### src/rtl/fios_res_collector.sv
// fios_res_collector: gathers the word-serial FIOS Montgomery result (LSW first),
// performs the final conditional subtraction of p on the fly with a word-serial
// borrow chain, and presents the reduced s*17-bit result on a valid/ready port.
module fios_res_collector #(
    parameter int unsigned s         = 8,
    parameter bit          FINAL_SUB = 1'b1
) (
    input  logic              clock_i,
    input  logic              reset_i,
    input  logic              res_valid_i,
    input  logic [16:0]       res_i,
    input  logic [s*17-1:0]   p_i,
    output logic [s*17-1:0]   result_o,
    output logic              result_valid_o,
    input  logic              result_ready_i,
    output logic              busy_o,
    output logic              overflow_o
);

    localparam int unsigned W     = 17;
    localparam int unsigned RW    = s * W;
    localparam int unsigned IDX_W = (s > 1) ? $clog2(s) : 1;

    typedef enum logic {
        ST_COLLECT = 1'b0,
        ST_DONE    = 1'b1
    } state_t;

    state_t             r_state;
    logic [IDX_W-1:0]   r_idx;
    logic               r_borrow;
    logic [RW-1:0]      r_raw;
    logic [RW-1:0]      r_sub;

    logic [W-1:0]       w_p_word;
    logic               w_borrow_in;
    logic [W:0]         w_diff;
    logic               w_last;
    logic               w_accept;
    logic [RW-1:0]      w_raw_next;
    logic [RW-1:0]      w_sub_next;

    // One borrow-chain step: current word minus the matching modulus word.
    always_comb begin
        w_p_word    = p_i[r_idx*W +: W];
        w_borrow_in = (r_idx == '0) ? 1'b0 : r_borrow;
        w_diff      = {1'b0, res_i} - {1'b0, w_p_word} - {{W{1'b0}}, w_borrow_in};
        w_last      = (r_idx == IDX_W'(s - 1));
        // A word is taken while collecting, or in DONE when the handshake frees the slot.
        w_accept    = res_valid_i && ((r_state == ST_COLLECT) || result_ready_i);
    end

    // Raw and subtracted images with the current word merged in.
    always_comb begin
        w_raw_next                 = r_raw;
        w_raw_next[r_idx*W +: W]   = res_i;
        w_sub_next                 = r_sub;
        w_sub_next[r_idx*W +: W]   = w_diff[W-1:0];
    end

    // Collection FSM, result register, handshake and sticky overflow flag.
    always_ff @(posedge clock_i) begin
        if (reset_i) begin
            r_state        <= ST_COLLECT;
            r_idx          <= '0;
            r_borrow       <= 1'b0;
            result_o       <= '0;
            result_valid_o <= 1'b0;
            overflow_o     <= 1'b0;
        end else begin
            if (r_state == ST_DONE) begin
                if (result_ready_i) begin
                    r_state        <= ST_COLLECT;
                    result_valid_o <= 1'b0;
                end else if (res_valid_i) begin
                    overflow_o <= 1'b1;
                end
            end
            if (w_accept) begin
                r_raw    <= w_raw_next;
                r_sub    <= w_sub_next;
                r_borrow <= w_diff[W];
                if (w_last) begin
                    r_idx          <= '0;
                    r_state        <= ST_DONE;
                    result_valid_o <= 1'b1;
                    // No final borrow means raw >= p, so the subtracted image is the answer.
                    result_o       <= (FINAL_SUB && !w_diff[W]) ? w_sub_next : w_raw_next;
                end else begin
                    r_idx <= r_idx + IDX_W'(1);
                end
            end
        end
    end

    // Busy while a partial result is held.
    assign busy_o = (r_state == ST_COLLECT) && (r_idx != '0);

endmodule

### config.mk
export PLATFORM = sky130hd
export DESIGN_NAME = fios_res_collector
export DESIGN_NICKNAME = d
export VERILOG_FILES = /design/src/rtl/fios_res_collector.sv
export SDC_FILE = /design/constraint.sdc
export NUM_CORES = 1
export LEC_CHECK = 0
export CAP_MARGIN = 10
export CELL_PAD_IN_SITES_DETAIL_PLACEMENT = 0
export CELL_PAD_IN_SITES_GLOBAL_PLACEMENT = 1
export CORE_UTILIZATION = 25
export CTS_CLUSTER_DIAMETER = 150
export DETAILED_ROUTE_END_ITERATION = 8
export DONT_BUFFER_PORTS = 1
export GPL_TIMING_DRIVEN = 0
export PLACE_DENSITY = 0.51
export SLEW_MARGIN = 20
export SYNTH_ARGS = -nofsm -noshare
export SYNTH_HDL_FRONTEND = slang
export SYNTH_SLANG_ARGS = --single-unit
export TNS_END_PERCENT = 30
### constraint.sdc
create_clock -name clock_i -period 20.6 [get_ports clock_i]
set_input_delay 5.15 -clock clock_i [delete_from_list [all_inputs] [get_ports clock_i]]
set_output_delay 5.15 -clock clock_i [all_outputs]
set_load 0.1 [all_outputs]
==> summary.md <==
| Metric | Value |
|---|---|
| Clock buffer depth | `3` |
| Crit Path Max Fanout | `10` |
| Switching share of power | `33.4%` |
| Seq/Total Area, Yosys | `55.7%` |
| Fin Setup TNS | `0 ns` |
| Critical path, cell by cell | `mux4_2 > nand2_1 > nand2_1 > fa_1 > inv_1 > ha_1 > or2_2 > fa_1 > nor3b_2 > o211ai_1 > nand2_1 > a21oi_1 > xnor2_1 > clkbuf_1 > o211ai_1 > a32o_1` |
| Total overflow reported by the global router | `0` |
| Synth Area in Compound Gates | `13.4%` |
| Area Growth Syn to Fin | `16.4%` |
| Chip width | `284 um` |
| Clock-pin slew on the worst setup and hold paths | `0.06 ns` |
| Max Slew Vio Count | `0` |
| Initial antenna violation count | `9` |
| Worst slack, placed | `10.73 ns` |
| Type of destination of the critical path | `flip-flop` |
| Max Fclk | `108 MHz` |
| Share of layout cells above drive strength 1 | `9.35%` |
| PD cells | `103 nW/um^2` |
| Via count | `15800` |
| Leakage Power | `8.45 nW` |
| Setup Skew | `0.0280 ns` |
| Port Buffers | `0` |
| Ys async rst share | `0%` |
| Finish-stage setup viols | `0` |
| Chip height | `284 um` |
| P_sw | `0.000795 W` |
| R2R depth | `18` |
| Syn avg cell area | `10.2 um^2` |
| Crit path top cell by count | `nand2_1` |
| HP Class | `reg -> reg` |
| Peak supply drop | `0.0000586 V` |
| Reg-to-reg endpoint | `result_o[133]` |
| CTS tree | `done` |
| CTS buffer count | `47` |
| CP max stage delay | `0.75 ns` |
| RD Place Congestion | `0.843` |
| Final Hold Vio Count | `0` |
| Largest family of logic cells by synthesized area | `simple AND/OR/NAND/NOR gates` |
| Final core occ | `29.6%` |
| Pre-Repair DR Iteration Count | `5` |
| Overall routing resource usage | `19.6%` |
| CP startpoint kind | `input pin` |
| Slew Limit Headroom | `22.2%` |
| WP data arrival | `9.73 ns` |
| Vias in the first global route | `15600` |
| Predominant post-synthesis flop cell | `edfxtp_1` |
| CP max-delay cell | `xnor2_1` |
| Synth Instances | `1950` |
| Worst Tran Pin Value | `1.17 ns` |
| Setup crit start | `p_i[119]` |
| Post-CTS Hold Buffers | `0` |
| Multiplexer area fraction after synthesis | `5.18%` |
| Clk network pwr share | `36.1%` |
| Post-synth net total | `2148` |
| R2R setup slack | `14.29 ns` |
| Largest net degree at the start of global routing | `27` |
| FF+latch count, synth | `415` |
| Reg power frac | `39.4%` |
| Die area | `80400 um^2` |
| CP required | `21.07 ns` |
| RSZ-0062 raised after global routing | `no` |
| Nets | `2213` |
| YS warnings | `0` |
| Post-Synth XOR/XNOR Area | `0.922%` |
| Worst skew pair latency | `0.61 ns` |
| CP Capture Point | `result_o[133]` |
| Post-CTS Setup Inserts | `0` |
| Synth Area in Adders | `2.66%` |
| Core area | `78000 um^2` |
| Post_cts resized | `0` |
| Final WS setup | `11.35 ns` |
| Tcrit/Tclk final | `44.9%` |
| Io pins | `296` |
| Wirelength per Cell | `26.0 um` |
| Hold path startpoint | `r_borrow` |
| Number of cell rows | `102` |
| Dpl hpwl | `62200 um` |
| Vias per cell | `5.10` |
| Post-Route WL | `80700 um` |
| Setup CP Type | `in -> reg` |
| Initial core utilization | `25.4%` |
| Post-synth cell types | `62` |
| Post-synthesis simple-gate area fraction | `17.7%` |
| Root Buffer | `clkbuf_16` |
| Cell-internal power | `0.00159 W` |
| Post-synth EDFFs | `272` |
| Worst r2r src | `r_idx[1]` |
| DRT iter0 DRCs | `1254` |
| Status | `complete, no violations` |
| Max Cap Viol | `0` |
| # DRC | `0` |
| Mapped Area | `19800 um^2` |
| Min Tclk post-route | `9.25 ns` |
| First-pass GRT wire length | `114000 um` |
| Htree depth | `2` |
| DRT antenna net count | `0` |
| Comb power frac | `24.5%` |
| Clk sinks | `415` |
## worst max-delay path: cells and delay by family
kind            cells  cell delay (ns)
compound gates      4             0.72
xor+xnor            1             0.75
fa+ha+maj           3             1.23
buf+inv             2             0.54
mux                 1             0.46
simple gates        5             0.85
## through the flow
stage,power (W),area [um^2],hold slack (ns),instances
3_5_place_dp,0.00154,21500,0.524,3006
5_1_grt,0.00247,23100,0.565,3101
2_1_floorplan,0.00128,19800,0.486,1950
6_report,0.00238,23100,0.531,3101
3_3_place_gp,0.00152,21100,0.512,2990
4_1_cts,0.00240,23000,0.532,3094
## flip-flops by register name, summed over array words and instances (netlist names)
register        flops
r_state             1
r_borrow            1
result_valid_o      1
r_raw             136
r_sub             136
result_o          136
r_idx               3
overflow_o          1
## layer usage
metal / GRT usage (%) / vias up / wire (um)
met5: 0 / - / 10
met4: 5.14 / 2 / 1960
met3: 5.31 / 101 / 6480
met2: 32.9 / 579 / 38500
met1: 24.8 / 7873 / 33700
li1: - / 7246 / -
## area by class of cell
| type | count | area, um^2 |
|---|---|---|
| timing repair buffer | 16 | 319 |
| buffer | 152 | 683 |
| clock buffer | 70 | 1370 |
| multi-input combinational | 1328 | 7960 |
| antenna | 7 | 17.5 |
| clock inverter | 18 | 169 |
| inverter | 55 | 206 |
| tap | 1040 | 1300 |
| fill | 8162 | 54900 |
| sequential | 415 | 11000 |
## cells in the final DEF (no fill, tap or decap), drive strengths merged, types with 9 or more instances in the layout
cell    netlist  final
nand2       457    457
edfxtp      272    272
nand3       254    254
o21ai       225    225
clkbuf      104    174
dfxtp       143    143
buf          48     64
inv          54     55
a22o         44     44
ha           39     39
mux4         34     34
nor2         31     31
a32o         25     25
a221o        22     22
nand2b       21     21
a21oi        20     20
mux2         17     17
clkinv        1     15
o211ai       14     14
xnor2        12     12
and3         11     11
and2         11     11
a31o         10     10
a32oi         9      9
## cells in the mapped netlist (10+ instances only)
cell / number / area [um^2]
a21oi_1: 19 / 95.1
a221o_1: 22 / 220
a22o_1: 44 / 385
a32o_1: 25 / 250
and2_1: 10 / 62.6
and3_1: 11 / 68.8
buf_1: 13 / 48.8
buf_2: 20 / 100
clkbuf_1: 103 / 387
dfxtp_1: 143 / 2860
edfxtp_1: 272 / 8170
ha_1: 39 / 488
inv_1: 54 / 203
mux2_2: 16 / 180
mux4_2: 34 / 766
nand2_1: 457 / 1720
nand2b_1: 21 / 131
nand3_1: 254 / 1270
nor2_1: 30 / 113
o211ai_1: 14 / 105
o21ai_0: 212 / 1060
o21ai_1: 12 / 60.1
xnor2_1: 12 / 105
## power by group through the flow
stage          logic, W  clock network, W  registers, W
2_1_floorplan  0.000322                 0      0.000963
3_3_place_gp   0.000552                 0      0.000971
3_5_place_dp   0.000583                 0      0.000956
4_1_cts        0.000584          0.000874      0.000938
5_1_grt        0.000626          0.000905      0.000941
6_report       0.000584          0.000858      0.000938
## worst min path at each step
stage                     to  slack [ns]  cells after the start
floorplan           r_borrow        0.49                      2
global placement    r_borrow        0.51                      2
detailed placement  r_borrow        0.52                      2
CTS                 r_borrow        0.53                      2
global route        r_borrow        0.57                      2
finish              r_borrow        0.53                      2
## cells by family after synthesis
group / after synthesis
DFF: 415
muxes: 58
buffers and inverters: 207
adders and majority gates: 41
xor gates and xnor gates: 20
AOI/OAI and AO/OA: 404
and+or+nand+nor: 805
No activity file was read; power rests on OpenSTA's default activity.
==> edit 1 (config.mk and constraints unchanged) <==
`s`: 8 -> 16.
--- a/src/rtl/fios_res_collector.sv
+++ b/src/rtl/fios_res_collector.sv
@@ -4,3 +4,3 @@
 module fios_res_collector #(
-    parameter int unsigned s         = 8,
+    parameter int unsigned s         = 16,
     parameter bit          FINAL_SUB = 1'b1
Ports: changed (resized p_i and result_o); port bits go from 296 to 568. No check against the original RTL was run, so the function may have changed too.
==> edit 1 against the unedited design <==
Routed wire length is 150% higher. Power increased by 100%. Area after synthesis is 96% higher. Final area rose by 98%. Via count is 100% higher. Clock power increased by 110%. Count of clock-buffer cells in the layout increased by 66. Fmax is 10% lower. Combinational power is 99% higher. Worst setup slack got worse by 1.1 ns. Critical path type unchanged. Sequential cell count is 409 higher.
==> edit 1: results (changes against the unedited design) <==
mean routed wirelength per cell 32.8 um (was 26.0 um); last element of the critical path result_o[8] (was result_o[133]); met3 track demand over resource in global routing 4.40% (was 5.31%); met1 track demand over resource 28.1% (was 24.8%); detailed-route vias per instance 5.24 (was 5.10); metal1 wirelength 75000 um (was 33700 um); leak pwr 15.9 nW (was 8.45 nW); post-place setup slack 9.69 ns (was 10.73 ns); largest registers r_raw (272), r_sub (272), result_o (272) (was r_raw (136), r_sub (136), result_o (136)); 1st-iter DRT viols 2963 (was 1254); Final Hold Violating Endpoints 0 (unchanged); GRT Total Usage 24.6% (was 19.6%); Worst Setup SP p_i[255] (was p_i[119]); overall via count from detail_route 31700 (was 15800); worst clock skew 0.0386 ns (was 0.0280 ns); total met3 wirelength after detailed routing 12600 um (was 6480 um); min cycle time layout 10.32 ns (was 9.25 ns); 1st-pass router iterations 6 (was 5); Endpoint, Worst Hold r_borrow (unchanged); cell types with the highest counts after synthesis 763 x nand2_1, 630 x o21ai_0, 544 x edfxtp_1, 280 x dfxtp_1, 238 x clkbuf_1 (was 457 x nand2_1, 272 x edfxtp_1, 254 x nand3_1, 212 x o21ai_0, 143 x dfxtp_1); M2 GR Usage 44.1% (was 32.9%); distinct cell type count after synthesis 65 (was 62); top routing layer used met4 (was met5); antenna violations before repair 65 (was 9); Compound-Gate Fraction of Synth Area 17.6% (was 13.4%); GP Congestion 1.09 (was 0.843); largest net degree at the start of global routing 26 (was 27); multiplexer area fraction after synthesis 5.87% (was 5.18%); proportion of synthesized chip area in sequential cells 56.5% (was 55.7%); arrival time of the worst setup path 10.91 ns (was 9.73 ns); number of levels in the clock H-tree 3 (was 2); post-detailed-placement half-perimeter wirelength 156000 um (was 62200 um); first-pass GRT wire length 266000 um (was 114000 um); clock buffer count from CTS 97 (was 47); adder-cell share of the synthesized area 1.30% (was 2.66%); worst-case hold slack 0.523 ns (was 0.531 ns); CP peak stage delay 0.90 ns (was 0.75 ns); number of enable-type register cells in the synthesized netlist 544 (was 272); worst-skew pair later-pin latency 0.74 ns (was 0.61 ns); number of placed cells counting well taps 5827 (was 3006); largest voltage drop on the vdd net 71.4 uV (was 58.6 uV); Crit path max-delay family simple AND/OR/NAND/NOR gates (was adder cells); worst-case headroom to the max-slew limit 17.3% (was 22.2%); number of nets in the synthesized netlist 4082 (was 2148); standard cell with the maximum stage delay on the critical path clkbuf_1 (was xnor2_1); worst-path maximum fanout 10 (unchanged); run status finished clean (unchanged); Syn Area/Cell 10.4 um2 (was 10.2 um2); worst setup slack for register-to-register paths 12.43 ns (was 14.29 ns); most area-consuming cells after synthesis edfxtp_1 42%, dfxtp_1 14%, o21ai_0 8.1%, nand2_1 7.4%, mux4_2 4.9% (was edfxtp_1 41%, dfxtp_1 14%, nand2_1 8.7%, nand3_1 6.4%, o21ai_0 5.4%); vias in the first global route 31000 (was 15600); fraction of final layout cells with drive strength greater than 1 9.86% (was 9.35%); total number of nets in the final design 4214 (was 2213); met2 WL 102000 um (was 38500 um)
edit 1: cell count changes after synthesis, moves of 29 or more:
| cell | before | now |
|---|---|---|
| o211ai_1 | 14 | 178 |
| nand2_1 | 457 | 763 |
| dfxtp_1 | 143 | 280 |
| a21oi_1 | 19 | 133 |
| nand3b_1 | 2 | 98 |
| a211o_1 | 0 | 29 |
| o21ai_0 | 212 | 630 |
| nor3b_1 | 1 | 40 |
| nor2_1 | 30 | 123 |
| edfxtp_1 | 272 | 544 |
| clkbuf_1 | 103 | 238 |
| mux4_2 | 34 | 85 |
| nand3_1 | 254 | 53 |
| buf_2 | 20 | 50 |
edit 1: logic make-up (layout without fill, tap and decap cells):
group / count (synthesis) / count (layout)
XOR/XNOR: 22 / 22
adder cells (fa/ha/maj): 39 / 39
other: 0 / 49
AO/OA/AOI/OAI: 1145 / 1145
flip-flops: 824 / 824
buffers and inverters: 380 / 597
AND/OR/NAND/NOR: 1220 / 1220
multiplexers: 120 / 120
edit 1: layout make-up:
| cell class | instances | area, um2 |
|---|---|---|
| sequential | 824 | 22000 |
| antenna | 49 | 123 |
| timing repair buffer | 33 | 707 |
| clock inverter | 48 | 503 |
| fill | 16300 | 108000 |
| tap | 2044 | 2560 |
| clock buffer | 136 | 2810 |
| multi-input combinational | 2546 | 15500 |
| inverter | 73 | 274 |
| buffer | 307 | 1250 |
edit 1: metrics by stage:
step | utilization, % | instance area, um2
2_1_floorplan | - | 38800
3_3_place_gp | 26.9 | 41400
3_5_place_dp | 27.4 | 42200
4_1_cts | 29.5 | 45500
5_1_grt | 29.6 | 45600
6_report | 29.6 | 45700
edit 1: where the power goes:
group / switching, W / internal (W)
Sequential: 0.0000149 / 0.00183
Clock: 0.000765 / 0.00107
Combinational: 0.000883 / 0.000280
==> edit 2 (same settings) <==
Without the edit above. Put one more register stage on the output `overflow_o`. The value now appears one clock later. The other outputs are not delayed to match.
--- a/src/rtl/fios_res_collector.sv
+++ b/src/rtl/fios_res_collector.sv
@@ -27,2 +27,4 @@
     } state_t;
+
+    logic overflow_s0;
 
@@ -68,3 +70,3 @@
             result_valid_o <= 1'b0;
-            overflow_o     <= 1'b0;
+            overflow_s0    <= 1'b0;
         end else begin
@@ -75,3 +77,3 @@
                 end else if (res_valid_i) begin
-                    overflow_o <= 1'b1;
+                    overflow_s0 <= 1'b1;
                 end
@@ -98,2 +100,6 @@
 
+    always_ff @(posedge clock_i) begin
+        overflow_o <= overflow_s0;
+    end
+
 endmodule
Formal check against the unedited RTL: same outputs for any inputs over 4 cycles, from zero or initial values and one cycle with reset_i high; that may be too few to reach the edited logic, so the function may still have changed.
==> edit 2 against the unedited design <==
Sequential power about the same. Register-to-register slack worse by 0.05 ns. Hold slack worse by 0.18 ns. Sequential cell count is 1 higher. Sequential share of layout area fell by 0.19 points. Final area up 0.58%. Power increased by 1.2%. Count of clock-buffer cells in the layout is 6 lower. Worst setup slack got worse by 0.047 ns. Clock skew grew 0.00094 ns. Area after synthesis increased by 0.10%. First-iteration DRC count decreased by 6.1%. Routed wire length increased by 0.17%. Critical path type unchanged. Largest cell class unchanged. Largest power group unchanged.
==> edit 2: results (changes against the unedited design) <==
cell types with the highest counts after synthesis 457 x nand2_1, 272 x edfxtp_1, 254 x nand3_1, 212 x o21ai_0, 144 x dfxtp_1 (was 457 x nand2_1, 272 x edfxtp_1, 254 x nand3_1, 212 x o21ai_0, 143 x dfxtp_1); run status finished clean (unchanged); 1st-pass router iterations 7 (was 5); mean routed wirelength per cell 26.0 um (about the same); number of placed cells counting well taps 3010 (was 3006); cell count after synthesis 1951 (was 1950); total met3 wirelength after detailed routing 5880 um (was 6480 um); area after detailed placement 21600 um2 (was 21500 um2); XOR/XNOR share of the synthesized area 0.921% (was 0.922%); Endpoint, Worst Hold overflow_o (was r_borrow); worst-case headroom to the max-slew limit 20.0% (was 22.2%); Compound-Gate Fraction of Synth Area 13.3% (was 13.4%); proportion of synthesized chip area in sequential cells 55.7% (about the same); adder-cell share of the synthesized area 2.66% (about the same); post-detailed-placement half-perimeter wirelength 62500 um (was 62200 um); number of standard cells in the final layout excluding fillers 3103 (was 3101); net switching fraction of the power 33.0% (was 33.4%); first-pass GRT wire length 114000 um (about the same); arrival time of the worst setup path 9.76 ns (was 9.73 ns); fraction of final layout cells with drive strength greater than 1 9.77% (was 9.35%); number of nets in the synthesized netlist 2149 (was 2148); vias in the first global route 15800 (was 15600); met3 track demand over resource in global routing 5.23% (was 5.31%); worst-case hold slack 0.355 ns (was 0.531 ns); worst clock skew 0.0289 ns (was 0.0280 ns); met2 WL 38700 um (was 38500 um); total number of nets in the final design 2217 (was 2213); Most common cell on crit path nand2_1 (unchanged); multiplexer area fraction after synthesis 5.18% (about the same); most area-consuming cells after synthesis edfxtp_1 41%, dfxtp_1 15%, nand2_1 8.6%, nand3_1 6.4%, o21ai_0 5.3% (was edfxtp_1 41%, dfxtp_1 14%, nand2_1 8.7%, nand3_1 6.4%, o21ai_0 5.4%); Worst Setup SP p_i[51] (was p_i[119]); Min-Delay Path Depth 0 (was 2); worst hold path startpoint overflow_s0 (was r_borrow); final worst path period share 45.1% (was 44.9%); met1 track demand over resource 24.3% (was 24.8%); worst setup slack for register-to-register paths 14.24 ns (was 14.29 ns); metal1 wirelength 34000 um (was 33700 um); GP Congestion 0.851 (was 0.843); largest net degree at the start of global routing 26 (was 27); M2 GR Usage 33.2% (was 32.9%); GRT Total Usage 19.6% (about the same); 1st-iter DRT viols 1178 (was 1254); post-place setup slack 10.70 ns (was 10.73 ns)
## edit 2: critical path, delay by kind of cell
kind / cells / cell delay, ns
and+or+nand+nor: 5 / 0.87
AOI/OAI and AO/OA: 4 / 0.72
muxes: 1 / 0.46
adders and majority gates: 3 / 1.25
buffers and inverters: 2 / 0.54
xor gates and xnor gates: 1 / 0.74
## edit 2: power by group through the flow
stage          combinational (W)  sequential, W  clock [W]
6_report                0.000587       0.000940   0.000881
5_1_grt                 0.000633       0.000942   0.000928
4_1_cts                 0.000591       0.000940   0.000899
3_5_place_dp            0.000589       0.000958          0
3_3_place_gp            0.000553       0.000973          0
2_1_floorplan           0.000322       0.000965          0
## edit 2: final cells by class
cell class              instances  area (um2)
fillers                      8151       54800
flip-flops and latches        416       11100
multi-input cells            1328        7960
well taps                    1040        1300
clock buffers                  64        1300
plain buffers                 152         683
repair buffers                 19         399
clock inverters                23         279
inverters                      55         206
diodes                          6        15.0
